===== src/rtl/dither_rgb_scheduler.sv =====
// Error-diffusion dither: 24-bit RGB in, 12-bit RGB out. One shared quantizer
// is time-multiplexed over R, G and B by a five-state FSM.
module dither_rgb_scheduler #(
  parameter int unsigned THRESHOLD     = 8,
  parameter bit          DITHER_EN_RST = 1'b1
) (
  input  logic        clk,
  input  logic        rst,
  input  logic        visible,
  input  logic        dither_en,
  input  logic        in_valid,
  output logic        in_ready,
  input  logic [23:0] in_rgb,
  output logic        out_valid,
  input  logic        out_ready,
  output logic [11:0] out_rgb,
  output logic        busy
);

  typedef enum logic [2:0] {IDLE, CH_R, CH_G, CH_B, OUT} state_t;

  state_t             state_q, state_d;
  logic [23:0]        pix_q, pix_d;
  logic               den_q, den_d;
  logic signed [5:0]  err_r_q, err_r_d;
  logic signed [5:0]  err_g_q, err_g_d;
  logic signed [5:0]  err_b_q, err_b_d;
  logic [11:0]        out_rgb_q, out_rgb_d;

  logic [7:0]         ch_pix;
  logic signed [5:0]  ch_err;
  logic signed [5:0]  err_use;
  logic signed [9:0]  sum;
  logic [7:0]         sat;
  logic [3:0]         qn;
  logic signed [5:0]  err_new;

  always_ff @(posedge clk) begin
    if (rst) begin
      state_q   <= IDLE;
      pix_q     <= '0;
      den_q     <= DITHER_EN_RST;
      err_r_q   <= '0;
      err_g_q   <= '0;
      err_b_q   <= '0;
      out_rgb_q <= '0;
    end else begin
      state_q   <= state_d;
      pix_q     <= pix_d;
      den_q     <= den_d;
      err_r_q   <= err_r_d;
      err_g_q   <= err_g_d;
      err_b_q   <= err_b_d;
      out_rgb_q <= out_rgb_d;
    end
  end

  always_comb begin
    state_d = state_q;
    unique case (state_q)
      IDLE:    if (in_valid) state_d = CH_R;
      CH_R:    state_d = CH_G;
      CH_G:    state_d = CH_B;
      CH_B:    state_d = OUT;
      OUT:     if (out_ready) state_d = IDLE;
      default: state_d = IDLE;
    endcase
  end

  // Shared quantizer: operand mux by state, then add/clamp/round.
  always_comb begin
    ch_pix = '0;
    ch_err = '0;
    unique case (state_q)
      CH_R:    begin ch_pix = pix_q[23:16]; ch_err = err_r_q; end
      CH_G:    begin ch_pix = pix_q[15:8];  ch_err = err_g_q; end
      CH_B:    begin ch_pix = pix_q[7:0];   ch_err = err_b_q; end
      default: begin ch_pix = '0;           ch_err = '0;      end
    endcase
    err_use = (den_q && visible) ? ch_err : '0;
    sum = signed'({2'b00, ch_pix}) + signed'({{4{err_use[5]}}, err_use});
    if (sum < 0)
      sat = '0;
    else if (sum > 10'sd255)
      sat = '1;
    else
      sat = sum[7:0];
    if (({1'b0, sat[3:0]} >= 5'(THRESHOLD)) && (sat[7:4] != 4'hF))
      qn = sat[7:4] + 4'd1;
    else
      qn = sat[7:4];
    // Residual lies in -8..15, so the low six bits of sat - 16*qn are exact.
    err_new = den_q ? signed'(sat[5:0] - {qn[1:0], 4'b0000}) : '0;
  end

  always_comb begin
    pix_d     = pix_q;
    den_d     = den_q;
    err_r_d   = err_r_q;
    err_g_d   = err_g_q;
    err_b_d   = err_b_q;
    out_rgb_d = out_rgb_q;
    unique case (state_q)
      IDLE: if (in_valid) begin
        pix_d = in_rgb;
        den_d = dither_en;
      end
      CH_R: begin err_r_d = err_new; out_rgb_d[11:8] = qn; end
      CH_G: begin err_g_d = err_new; out_rgb_d[7:4]  = qn; end
      CH_B: begin err_b_d = err_new; out_rgb_d[3:0]  = qn; end
      default: ;
    endcase
    // Blanking wins over any same-cycle channel update.
    if (!visible) begin
      err_r_d = '0;
      err_g_d = '0;
      err_b_d = '0;
    end
  end

  always_comb begin
    in_ready  = (state_q == IDLE) && !rst;
    out_valid = (state_q == OUT);
    busy      = (state_q != IDLE);
    out_rgb   = out_rgb_q;
  end

endmodule


===== config.mk =====
export PLATFORM = sky130hd
export DESIGN_NAME = dither_rgb_scheduler
export DESIGN_NICKNAME = d
export VERILOG_FILES = /design/src/rtl/dither_rgb_scheduler.sv
export SDC_FILE = /design/constraint.sdc
export NUM_CORES = 1
export LEC_CHECK = 0
export ABC_CLOCK_PERIOD_IN_PS = 5890
export BUFFER_PORTS_ARGS = -buffer_cell sky130_fd_sc_hd__buf_2
export CORE_MARGIN = 1.5
export CORE_UTILIZATION = 30
export CTS_BUF_LIST = sky130_fd_sc_hd__clkbuf_2
export DETAILED_ROUTE_END_ITERATION = 6
export MAX_ROUTING_LAYER = met4
export PLACE_DENSITY_LB_ADDON = 0.1
export SLEW_MARGIN = 10
export SYNTH_ARGS = -nofsm -noshare
export SYNTH_HDL_FRONTEND = slang
export SYNTH_SLANG_ARGS = --single-unit

===== constraint.sdc =====
create_clock -name clk -period 5.89 [get_ports clk]
set_input_delay 0.8835 -clock clk [delete_from_list [all_inputs] [get_ports clk]]
set_output_delay 0.8835 -clock clk [all_outputs]
set_load 0.05 [all_outputs]

# ---- After elaboration in Yosys (flattened, before gate mapping)
# Cells that the tools add are included.
dict set report totals {
  regBits 58
  inputBits 30
}
dict set report classes {
  muxes 10
  n_reduce_logical 9
  n_eq_ne 7
  magnitude_cmp 3
  bitwise 1
  addsub 3
}
# cell n
set ops {}
lappend ops {{$pmux 8 s3} 1}
lappend ops {{$pmux 6 s3} 1}
lappend ops {{$mux 8} 2}
lappend ops {{$pmux 3 s5} 1}
lappend ops {{$mux 6} 2}
lappend ops {{$add 9x6->10} 1}
lappend ops {{$gt 10x9->1 const B} 1}
lappend ops {{$lt 10x1->1 const B} 1}
lappend ops {{$eq 3x2->1 const B} 2}
lappend ops {{$mux 3} 2}
lappend ops {{$sub 6x6->6} 1}
lappend ops {{$add 4x1->4 const B} 1}
lappend ops {{$ge 4x4->1 const B} 1}
lappend ops {{$mux 4} 1}
lappend ops {{$ne 4x4->1 const B} 1}
lappend ops {{$reduce_and 2->1} 2}
lappend ops {{$eq 3x1->1 const B} 1}
lappend ops {{$eq 3x3->1 const B} 1}
lappend ops {{$logic_and 1x1->1} 3}
lappend ops {{$logic_not 3->1} 1}
lappend ops {{$reduce_bool 3->1} 1}
lappend ops {{$ne 2x1->1 const B} 1}
lappend ops {{$ne 2x2->1 const B} 1}
lappend ops {{$reduce_or 2->1} 1}
lappend ops {{other kinds (2)} 2}

# ---- Depth between registers and ports, before layout
# Gate-level depths: netlist of run 1.
dict set report depth {
  word_depth 12
  ltp_mapped 23
  ltp_nobuf 20
}

# ---- Worst setup path after synthesis of run 1
# OpenSTA, ideal clock, no wires.
dict set report synth_path {
  path_kind {reg2reg}
  from {register state_q[1]}
  to {register err_b_q[5]}
  required_time_ps 5768
  n_path_buf 1
  arrival_time_ps 4376
  synth_period_minus_slack_ps 4498
  stages_incl_launch_ff 20
  path_slack_ps 1392
  setup_time_ps 122
  cell_sequence {dfxtp_1 buf_1 mux2_2 a22oi_1 nor2_1 ha_1 fa_1 a211oi_4 nor2_1 a2111oi_4 o21bai_1 and2_2 ha_1 nand4_1 o2111a_2 ha_1 nand3b_1 nor2_1 and3_1 a311o_1}
}
dict set report synth_via {
  elab_chain_len 12
  elab_cells_between_ends 18
}
# element line_no
set synth_lines {}
lappend synth_lines {{start: declaration} 22} ;# state_t state_q, state_d;
lappend synth_lines {{start signal: assignment} 48} ;# state_q <= state_d;
lappend synth_lines {{$eq 3x2->1, or another cell as far along} {74, 103}}
lappend synth_lines {{$pmux 6 s3} 74} ;# unique case (state_q)
lappend synth_lines {{$mux 6} 80} ;# err_use = (den_q && visible) ? ch_err : '0;
lappend synth_lines {{$add 9x6->10} 81} ;# sum = signed'({2'b00, ch_pix}) + signed'({{4{err_use[5]}}, err_use});
lappend synth_lines {{$gt 10x9->1} 84} ;# else if (sum > 10'sd255)
lappend synth_lines {{$mux 8} 84}
lappend synth_lines {{$mux 8} 82} ;# if (sum < 0)
lappend synth_lines {{$ge 4x4->1 or $ne 4x4->1 (tied branches)} 88} ;# if (({1'b0, sat[3:0]} >= 5'(THRESHOLD)) && (sat[7:4] != 4'hF))
lappend synth_lines {{$logic_and 1x1->1} 88}
lappend synth_lines {{$mux 4} 88}
lappend synth_lines {{$sub 6x6->6} 93} ;# err_new = den_q ? signed'(sat[5:0] - {qn[1:0], 4'b0000}) : '0;
lappend synth_lines {{$mux 6} 93}
lappend synth_lines {{end signal: assignment} 53} ;# err_b_q <= err_b_d;
lappend synth_lines {{end: declaration} 27} ;# logic signed [5:0] err_b_q, err_b_d;
# Parallel ways exist; a longest one is shown, timed or not.
# A chain may end at the register's enable or synchronous reset.

# ---- Worst setup path in the final report of run 1
dict set report layout_path {
  from {register state_q[0]}
  to {register err_g_q[5]}
}
dict set report layout_via {
  elab_chain_len 12
  elab_cells_between_ends 18
}
# element line_no
set layout_lines {}
lappend layout_lines {{$eq 3x2->1, or another cell as far along} 74}
lappend layout_lines {{$pmux 6 s3} 74}
lappend layout_lines {{$mux 6} 80}
lappend layout_lines {{$add 9x6->10} 81}
lappend layout_lines {{$gt 10x9->1} 84}
lappend layout_lines {{$mux 8} 84}
lappend layout_lines {{$mux 8} 82}
lappend layout_lines {{$ge 4x4->1 or $ne 4x4->1 (tied branches)} 88}
lappend layout_lines {{$logic_and 1x1->1} 88}
lappend layout_lines {{$mux 4} 88}
lappend layout_lines {{$sub 6x6->6} 93}
lappend layout_lines {{$mux 6} 93}
lappend layout_lines {{end signal: assignment} 52} ;# err_g_q <= err_g_d;
lappend layout_lines {{end: declaration} 26} ;# logic signed [5:0] err_g_q, err_g_d;
# Parallel ways exist; a longest one is shown, timed or not.

==> results of run 1 <==
==> power by group <==
| group | switching, mW | internal [mW] |
|---|---|---|
| clock network | 0.156 | 0.186 |
| logic | 0.0885 | 0.0443 |
| registers | 0.0157 | 0.409 |
==> layout make-up <==
cell class | instances | area [um^2] | area share (%)
clock inverter | 5 | 103 | 2.71
tap | 140 | 175 | 4.63
timing repair buffer | 47 | 243 | 6.41
clock buffer | 11 | 55.1 | 1.45
sequential | 58 | 1160 | 30.7
multi-input combinational | 333 | 2030 | 53.7
inverter | 5 | 18.8 | 0.496
==> path summary, 6_finish.rpt <==
kind         slack, ns  depth (start not counted)                      end
max               0.88                         18  err_g_q[5]$_SDFFE_PP0N_
min               0.47                          2   pix_q[14]$_SDFFE_PP0P_
max reg2reg       0.88                         18  err_g_q[5]$_SDFFE_PP0N_
min reg2reg       0.47                          2   pix_q[14]$_SDFFE_PP0P_
==> Yosys cell counts, drive strengths merged (5+ instances only) <==
cell type	n
nand2	85
nand3b	7
nand2b	6
buf	5
o21a	11
nor2	45
a22oi	5
clkbuf	22
o21ai	6
ha	11
a21oi	54
o211ai	10
inv	5
a211oi	7
mux2	13
nand3	7
dfxtp	58
and2	5
==> tightest hold or removal path: stages, from the launching register on <==
cell     delay [ns]
dfxtp_1        0.34
nand2_1        0.05
a21oi_1        0.05
==> state kept, by name (all words and copies together) (netlist names) <==
signal   count
err_r_q      6
state_q      3
pix_q       24
err_b_q      6
out_rgb     12
den_q        1
err_g_q      6
==> per-stage QoR <==
stage | worst slack (ns) | instance area, um^2
after global placement | 0.940 | 3630
after CTS | 0.879 | 3790
final | 0.878 | 3790
after detailed placement | 0.897 | 3630
after global routing | 0.437 | 3790
after floorplan | 1.39 | 3320
==> kinds of logic (layout without fill, tap and decap cells) <==
kind of cell	after synthesis	in the layout	share of synthesized area, %
AO/OA/AOI/OAI	116	116	24.3
XOR/XNOR	7	7	2.07
adder cells (fa/ha/maj)	12	12	4.75
buffers and inverters	32	68	3.81
flip-flops	58	58	35.0
multiplexers	15	15	5.01
AND/OR/NAND/NOR	183	183	25.1
==> routing by layer <==
| layer | routed length (um) | part of all wire [%] | up-vias | GRT usage, % |
|---|---|---|---|---|
| li1 | - | - | 1556 | - |
| met1 | 4120 | 47 | 1389 | 20.5 |
| met2 | 4250 | 49 | 46 | 27.8 |
| met3 | 264 | 3.0 | 9 | 3.25 |
| met4 | 91 | 1.0 | 0 | 5.17 |
| met5 | 0 | 0 | - | - |
==> reports/metrics.yaml, run 1 <==
run_status:
  status: "completed"
setup_path:
  critPathCaptureType: "flip-flop"
  startpoint_type: "flip-flop"
  arrival_ns: 5.39
  cp_slowest_cell: "dfxtp_1"
  rr_startpoint: "state_q[0]$_SDFFE_PP0P_"
  worstPathCellList: "mux2_2 -> a21oi_1 -> nor2_1 -> ha_1 -> fa_1 -> a211oi_4 -> nor2_1 -> a2111oi_4 -> o21bai_1 -> and2_2 -> ha_1 -> inv_1 -> o2111a_2 -> ha_1 -> nand3b_1 -> nor2_1 -> and3_1 -> a311o_1"
  crit_family: "compound AO/OA/AOI/OAI gates"
  required_ns: 6.27
  crit_fanout: 17
  cp.buffers_inverters: 1
  path_class: "reg -> reg"
  critPathMaxStageDelay_ns: 0.70
  critPathLaunch: "state_q[0]$_SDFFE_PP0P_"
final_layout:
  diodes: 0
  finalNetCount: 496
  syn_to_final_growth_pct: 14.1
  fillers: 1142
  final_cells: 599
  post-route-util_pct: 35.1
  final_common_cell: "nand2_1"
  final_layout_size_suffix_gt1_share_pct: 19.0
  layout_common_cells: "nand2_1, dfxtp_1, a21oi_1"
detailed_routing:
  drc_errors: 0
  first_iter_violations: 131
  avgViaCountPerCell: 5.01
  wl_per_cell_um: 14.6
  wirelength_mm: 8.72
  drtAntennaViolNets: 0
  drtPass1Iterations: 4
  vias: 3000
place:
  dp_hpwl_mm: 6.42
  port_buffers: 44
  gp_congestion: 0.800
  placed_cells: 583
sta:
  setup_viol: 0
  whs_ns: 0.466
  fmax_mhz: 200
  fin_setup_tns_ns: 0
  fin_crit_ns: 5.01
  fin_skew_ns: 0.0306
  post-route-period-util_pct: 85.1
  hold_violations: 0
  slew_headroom_pct: 41.1
  grt_setup_unrepaired: "no"
  tightest_slew_ns: 0.883
  drv_slew: 0
yosys:
  syn-cell-area_um2: 3320
  synth_seq_area_share_pct: 35.0
  synth_edf_count: 0
  postSynth.asyncResetShare_pct: 0
  ys_types: 56
  synth-seq-cells: 58
  synth_top_cell_by_area: "dfxtp_1"
  yosysTopAreaCellShare_pct: 35.0
  synthCells: 423
  syn_nets: 465
  synthFlopType: "dfxtp_1"
  syn_area_per_cell_um2: 7.85
  ys_warn_count: 0
  ys_top_cells_by_area: "dfxtp_1, nand2_1, a21oi_1"
global_route:
  first_global_vias: 3004
  antenna_found_initial: 0
  overflow: 0
  grt_max_degree: 47
  grt_pass1_wl_mm: 14.7
  grt_use_total_pct: 16.8
clock_tree:
  holdBufCountCts: 0
  cts.sinks: 58
  cts_root_buffer: "clkbuf_2"
  cts.clk_slew.worst_paths_ns: 0.17
  cts_tree: "built"
  clk_latency_ns: 0.48
  clockBufferDepth: 2
  ctsResizeCount: 0
  htree_levels: 3
  numCtsBuffers: 9
  post_cts_buffers: 0
power:
  power.density_nw_per_um2: 238
  p_leak_nw: 1.54
  ir_worst_vdd_mv: 0.0841
  total_power_mw: 0.900
floorplan:
  dieHeight_um: 108
  die-area_um2: 11700
  io_pins: 45
  start_util_pct: 30.8
  core_um2: 10800
  core.rowCount: 38
  die_w_um: 108
min_path:
  hp-start: "pix_q[14]$_SDFFE_PP0P_"
  hp-class: "reg -> reg"
run:
  max-cap-violations: 0
(Power assumes the default switching activity.)
==> run 2: changes to the inputs <==
- REMOVE_ABC_BUFFERS: default -> 1
==> reports/metrics.yaml, run 2 (same netlist as run 1, synthesis figures left out) <==
run_status:
  status: "completed"
power:
  p_leak_nw: 1.52  # -1.5%
  ir_worst_vdd_mv: 0.0825  # -1.9%
  power.density_nw_per_um2: 215  # -9.6%
sta:
  fin_skew_ns: 0.0196  # -0.0109 ns
  slew_headroom_pct: 40.9  # -0.29 points
  fin_setup_tns_ns: 0  # unchanged
  drv_slew: 0  # unchanged
  fmax_mhz: 206  # +3.1%
  hold_violations: 0  # unchanged
  setup_slack_ns: 1.03  # +0.151 ns
  grt_setup_unrepaired: "no"
  fin_crit_ns: 4.86  # -0.151 ns
  setup_viol: 0  # unchanged
  post-route-period-util_pct: 82.5  # -2.6 points
  tightest_slew_ns: 0.887  # +0.00428 ns
clock_tree:
  numCtsBuffers: 9  # unchanged
  cts_root_buffer: "clkbuf_2"
  clk_latency_ns: 0.49  # about the same
  cts.sinks: 58  # unchanged
  ctsResizeCount: 0  # unchanged
  holdBufCountCts: 0  # unchanged
  cts_tree: "built"
  htree_levels: 3  # unchanged
  post_cts_buffers: 0  # unchanged
  clockBufferDepth: 2  # unchanged
  cts.clk_slew.worst_paths_ns: 0.17  # about the same
detailed_routing:
  avgViaCountPerCell: 4.95  # -1.3%
  highest_layer: "met4"
  met3_length_um: 265  # +0.38%
  first_iter_violations: 118  # -9.9%
  met2_length_mm: 3.75  # -12%
  drc_errors: 0  # unchanged
  vias: 2967  # -1.1%
  wl_met1_mm: 4.23  # +2.6%
  wirelength_mm: 8.37  # -4.1%
  drtAntennaViolNets: 0  # unchanged
  drtPass1Iterations: 6  # +2
  wl_per_cell_um: 13.9  # -4.2%
global_route:
  grt_use_total_pct: 16.0  # -0.74 points
  grt_pass1_wl_mm: 14.3  # -2.9%
  antenna_found_initial: 0  # unchanged
  overflow: 0  # unchanged
  grt_max_degree: 27  # -43%
  first_global_vias: 2835  # -5.6%
setup_path:
  arrival_ns: 5.26  # -0.13 ns
  cp.buffers_inverters: 1  # unchanged
  critPathCaptureType: "flip-flop"
  cp_slowest_cell: "dfxtp_1"
  crit_family: "compound AO/OA/AOI/OAI gates"
  path_class: "reg -> reg"
  critPathMaxStageDelay_ns: 0.67  # -0.03 ns
  crit_fanout: 13  # -4
  worstPathCellList: "mux2_2 -> a22oi_1 -> nor2_1 -> ha_1 -> fa_1 -> a211oi_4 -> nor2_1 -> a2111oi_4 -> o21bai_1 -> and2_2 -> ha_1 -> inv_1 -> o2111a_2 -> ha_1 -> nand3b_1 -> nor2_1 -> and3_1 -> a311o_1"
  startpoint_type: "flip-flop"
  required_ns: 6.29  # +0.02 ns
final_layout:
  syn_to_final_growth_pct: 12.9
  diodes: 0  # unchanged
  design_area_um2: 3750  # -1.0%
  finalNetCount: 498  # +0.40%
  fillers: 1172  # +2.6%
  final_common_cell: "nand2_1"
  final_layout_size_suffix_gt1_share_pct: 19.1  # +0.18 points
  largest_register_ffs: 24  # unchanged
  top_register: "pix_q"
  layout_common_cells: "nand2_1, dfxtp_1, a21oi_1"
place:
  gp_congestion: 0.776  # -3.0%
  dp_hpwl_mm: 6.08  # -5.3%
  placed_area_um2: 3640  # +0.41%
  dp_slack_ns: 1.00  # +0.104 ns
  port_buffers: 44  # unchanged
floorplan:
  die-area_um2: 11700  # unchanged
  core_um2: 10800  # unchanged
  core.rowCount: 38  # unchanged
  die_w_um: 108  # unchanged
  dieHeight_um: 108  # unchanged
  start_util_pct: 30.8  # unchanged
  io_pins: 45  # unchanged
run:
  max-cap-violations: 0  # unchanged
min_path:
  hp-class: "reg -> reg"
==> run 2: per-layer routing <==
metal  track usage, %  vias to the layer above
met1             21.1                     1347
met5                -                        -
met4             4.98                        0
li1                 -                     1551
met3             3.74                       13
met2             24.3                       56
==> run 2: area by class of cell <==
cell class	instances	area [um^2]	share of cell area (%)
timing repair buffer	49	258	6.88
tap	140	175	4.67
multi-input combinational	333	2030	54.2
sequential	58	1160	31.0
inverter	5	18.8	0.501
clock inverter	6	58.8	1.57
clock buffer	9	45.0	1.20
==> run 2: worst reg2reg max path, stage by stage (launching register included) <==
cell	delay (ns)
dfxtp_1	0.67
mux2_2	0.39
a22oi_1	0.14
nor2_1	0.06
ha_1	0.24
fa_1	0.47
a211oi_4	0.29
nor2_1	0.13
a2111oi_4	0.40
o21bai_1	0.20
and2_2	0.24
ha_1	0.26
inv_1	0.12
o2111a_2	0.29
ha_1	0.23
nand3b_1	0.17
nor2_1	0.05
and3_1	0.19
a311o_1	0.26
==> run 2: final timing paths <==
| kind | startpoint | endpoint | slack [ns] | cells after the start |
|---|---|---|---|---|
| setup / recovery | state_q[1]$_SDFFE_PP0P_ | err_g_q[5]$_SDFFE_PP0N_ | 1.03 | 18 |
| hold / removal | out_rgb[2]$_SDFFE_PP0N_ | out_rgb[2]$_SDFFE_PP0N_ | 0.46 | 2 |
| setup reg to reg | state_q[1]$_SDFFE_PP0P_ | err_g_q[5]$_SDFFE_PP0N_ | 1.03 | 18 |
| hold reg to reg | out_rgb[2]$_SDFFE_PP0N_ | out_rgb[2]$_SDFFE_PP0N_ | 0.46 | 2 |
==> run 2: stage by stage <==
step | instances | total power [mW] | hold slack (ns) | utilization [%]
after global routing | 600 | 0.855 | 0.486 | 34.7
final | 600 | 0.805 | 0.464 | 34.7
after detailed placement | 585 | 0.567 | 0.445 | 33.8
after global placement | 585 | 0.567 | 0.440 | 33.8
after floorplan | 396 | 0.518 | 0.427 | -
after CTS | 600 | 0.821 | 0.469 | 34.7
==> run 2: power breakdown <==
group          total (mW)  internal (mW)  switching [mW]
Combinational       0.136         0.0456          0.0900
Sequential          0.422          0.409          0.0130
Clock               0.248         0.0926           0.155
==> run 3: changes to the inputs <==
- ABC_AREA: default -> 1
- ABC_CLOCK_PERIOD_IN_PS: 5890 -> 4350
- clock period: 5.89 -> 4.35 ns (I/O delays scaled with it)
==> reports/metrics.yaml, run 3 <==
global_route:
  grt_max_degree: 41  # +52%
  overflow: 0  # unchanged
  grt_pass1_wl_mm: 13.2  # -7.3%
  grt_use_total_pct: 16.0  # -0.040 points
  first_global_vias: 2638  # -6.9%
  antenna_found_initial: 0  # unchanged
setup_path:
  crit_family: "simple AND/OR/NAND/NOR gates"
  cp_slowest_cell: "dfxtp_1"
  critPathMaxStageDelay_ns: 0.39  # -0.28 ns
  path_class: "reg -> reg"
  rr_startpoint: "state_q[0]$_SDFFE_PP0P_"
  required_ns: 4.76  # -1.53 ns
  cp.depth: 24  # +6
  crit_fanout: 23  # +10
  rr_worst_depth: 24  # +6
  cpMostUsedCell: "nand2_1"
  critPathCaptureType: "flip-flop"
  worstPathCellList: "nor2_2 -> inv_1 -> nor2_1 -> buf_4 -> nand2_1 -> a31oi_1 -> ha_1 -> nand2_1 -> nor2_1 -> nand2_1 -> nand4_2 -> and2_1 -> nand2_1 -> nand2_2 -> inv_2 -> ha_1 -> nand3_2 -> nand2_4 -> inv_4 -> ha_1 -> inv_1 -> nand2_1 -> nand3_1 -> a21oi_1"
  cp.buffers_inverters: 5  # +4
  critPathLaunch: "state_q[0]$_SDFFE_PP0P_"
  arrival_ns: 4.34  # -0.92 ns
  startpoint_type: "flip-flop"
yosys:
  yosys-top-cells-count: "nand2_1, dfxtp_1, a21oi_1, o21ai_0, inv_1"
  postSynth.asyncResetShare_pct: 0  # unchanged
  synth_top_cell_by_area: "dfxtp_1"
  ys_warn_count: 0  # unchanged
  yosysMostFrequentCell: "nand2_1"
  yosysTopAreaCellShare_pct: 38.1  # +3.1 points
  synthFlopType: "dfxtp_1"
  synth-seq-cells: 58  # unchanged
  ys_types: 37  # -34%
  synth_edf_count: 0  # unchanged
  ys_top_cells_by_area: "dfxtp_1, nand2_1, a21oi_1"
  syn_area_per_cell_um2: 7.16  # -8.8%
  synth_seq_area_share_pct: 38.1  # +3.1 points
  syn-cell-area_um2: 3050  # -8.1%
  synthCells: 426  # +0.71%
final_layout:
  final_common_cell: "nand2_1"
  diodes: 0  # unchanged
  syn_to_final_growth_pct: 15.6
  layout_common_cells: "nand2_1, dfxtp_1, a21oi_1"
  fillers: 1109  # -5.4%
  finalNetCount: 511  # +2.6%
  design_area_um2: 3520  # -6.0%
  largest_register_ffs: 24  # unchanged
  top_register: "pix_q"
  final_layout_size_suffix_gt1_share_pct: 21.6  # +2.4 points
sta:
  grt_setup_unrepaired: "no"
  slew_headroom_pct: 28.4  # -12 points
  post-route-period-util_pct: 90.4  # +7.9 points
  fin_crit_ns: 3.93  # -0.929 ns
  setup_viol: 0  # unchanged
  fin_skew_ns: 0.0230  # +0.00334 ns
  fmax_mhz: 254  # +24%
  drv_slew: 0  # unchanged
  hold_violations: 0  # unchanged
  tightest_slew_ns: 1.07  # +0.183 ns
floorplan:
  start_util_pct: 31.1  # +0.30 points
  die_w_um: 104  # -4.0%
  core.rowCount: 36  # -5.3%
  dieHeight_um: 104  # -4.0%
  io_pins: 45  # unchanged
  die-area_um2: 10800  # -7.9%
  core_um2: 9820  # -9.0%
clock_tree:
  cts.sinks: 58  # unchanged
  ctsResizeCount: 0  # unchanged
  cts_root_buffer: "clkbuf_2"
  clk_latency_ns: 0.47  # -0.02 ns
  numCtsBuffers: 9  # unchanged
  clockBufferDepth: 2  # unchanged
  cts.clk_slew.worst_paths_ns: 0.18  # about the same
  holdBufCountCts: 0  # unchanged
  post_cts_buffers: 0  # unchanged
  htree_levels: 3  # unchanged
  cts_tree: "built"
power:
  total_power_mw: 1.26  # +56%
  p_leak_nw: 1.68  # +10%
  power.density_nw_per_um2: 357  # +66%
  ir_worst_vdd_mv: 0.138  # +67%
run:
  max-cap-violations: 0  # unchanged
detailed_routing:
  wl_per_cell_um: 13.4  # -4.0%
  drtAntennaViolNets: 0  # unchanged
  met3_length_um: 231  # -13%
  wl_met1_mm: 4.09  # -3.2%
  first_iter_violations: 123  # +4.2%
  highest_layer: "met4"
  vias: 2828  # -4.7%
  met2_length_mm: 3.73  # -0.51%
  drtPass1Iterations: 4  # -2
  drc_errors: 0  # unchanged
  wirelength_mm: 8.11  # -3.0%
  avgViaCountPerCell: 4.67  # -5.6%
min_path:
  hp-start: "dither_en"
  hp-class: "in -> reg"
  holdPathStages: 3  # +1
place:
  dp_hpwl_mm: 6.01  # -1.2%
  placed_area_um2: 3420  # -6.2%
  gp_congestion: 0.819  # +5.6%
  port_buffers: 44  # unchanged
run_status:
  status: "completed"
-- run 3: cell count changes in the layout (fill, tap and decap cells not counted), sizes merged, moves of 7 or more --
cell	previous run	this run
o221ai	0	7
a211oi	7	0
o21a	11	1
nand2	85	99
o211ai	10	1
inv	5	57
o21ai	6	50
mux2	13	0
nor2	45	20
nand3	7	22
-- run 3: path summary, 6_finish.rpt --
path	to	slack, ns
max	err_r_q[4]$_SDFFE_PP0N_	0.42
min	den_q$_SDFFE_PP1P_	0.40
max reg2reg	err_r_q[4]$_SDFFE_PP0N_	0.42
min reg2reg	pix_q[10]$_SDFFE_PP0P_	0.47
-- run 3: per-layer routing --
metal / GRT usage, % / up-vias
met4: 4.17 / 0
met1: 20.9 / 1282
met5: - / -
met2: 24.8 / 47
li1: - / 1493
met3: 3.71 / 6
-- run 3: kinds of logic (layout without fill, tap and decap cells) --
group,count (synthesis),count (layout),share of synthesized area (%)
and+or+nand+nor,153,153,23.8
AOI/OAI and AO/OA,121,121,21.3
buffers and inverters,77,124,9.68
DFF,58,58,38.1
adders and majority gates,12,12,5.17
xor gates and xnor gates,5,5,1.93
-- run 3: stage by stage --
stage	setup slack [ns]	hold WS (ns)	utilization, %	TNS, ns	std cells
after CTS	0.430	0.350	35.9	0	606
after detailed placement	0.424	0.452	34.8	0	591
after global placement	0.527	0.444	34.8	0	591
final	0.418	0.400	35.9	0	606
after floorplan	-0.293	0.431	-	-1.48	407
after global routing	0.0763	0.343	35.9	0	606
-- run 3: area by class of cell --
cell class                 count  area [um^2]  area share, %
multi-input combinational    291         1600           45.3
sequential                    58         1160           33.0
timing repair buffer          51          273           7.74
inverter                      58          221           6.29
tap                          133          166           4.72
clock inverter                 6         58.8           1.67
clock buffer                   9         45.0           1.28
-- run 3: worst register-to-register path: cells and delay by family (launching register included) --
family	cells	cell delay (ns)
adders and majority gates	3	0.91
AOI/OAI and AO/OA	2	0.51
buffers and inverters	5	0.52
and+or+nand+nor	14	1.55
DFF	1	0.39
-- run 3: power by group --
group	total [mW]	internal [mW]	switching, mW
Clock	0.335	0.127	0.208
Combinational	0.322	0.0933	0.229
Sequential	0.600	0.579	0.0209
Total	1.26	0.799	0.458
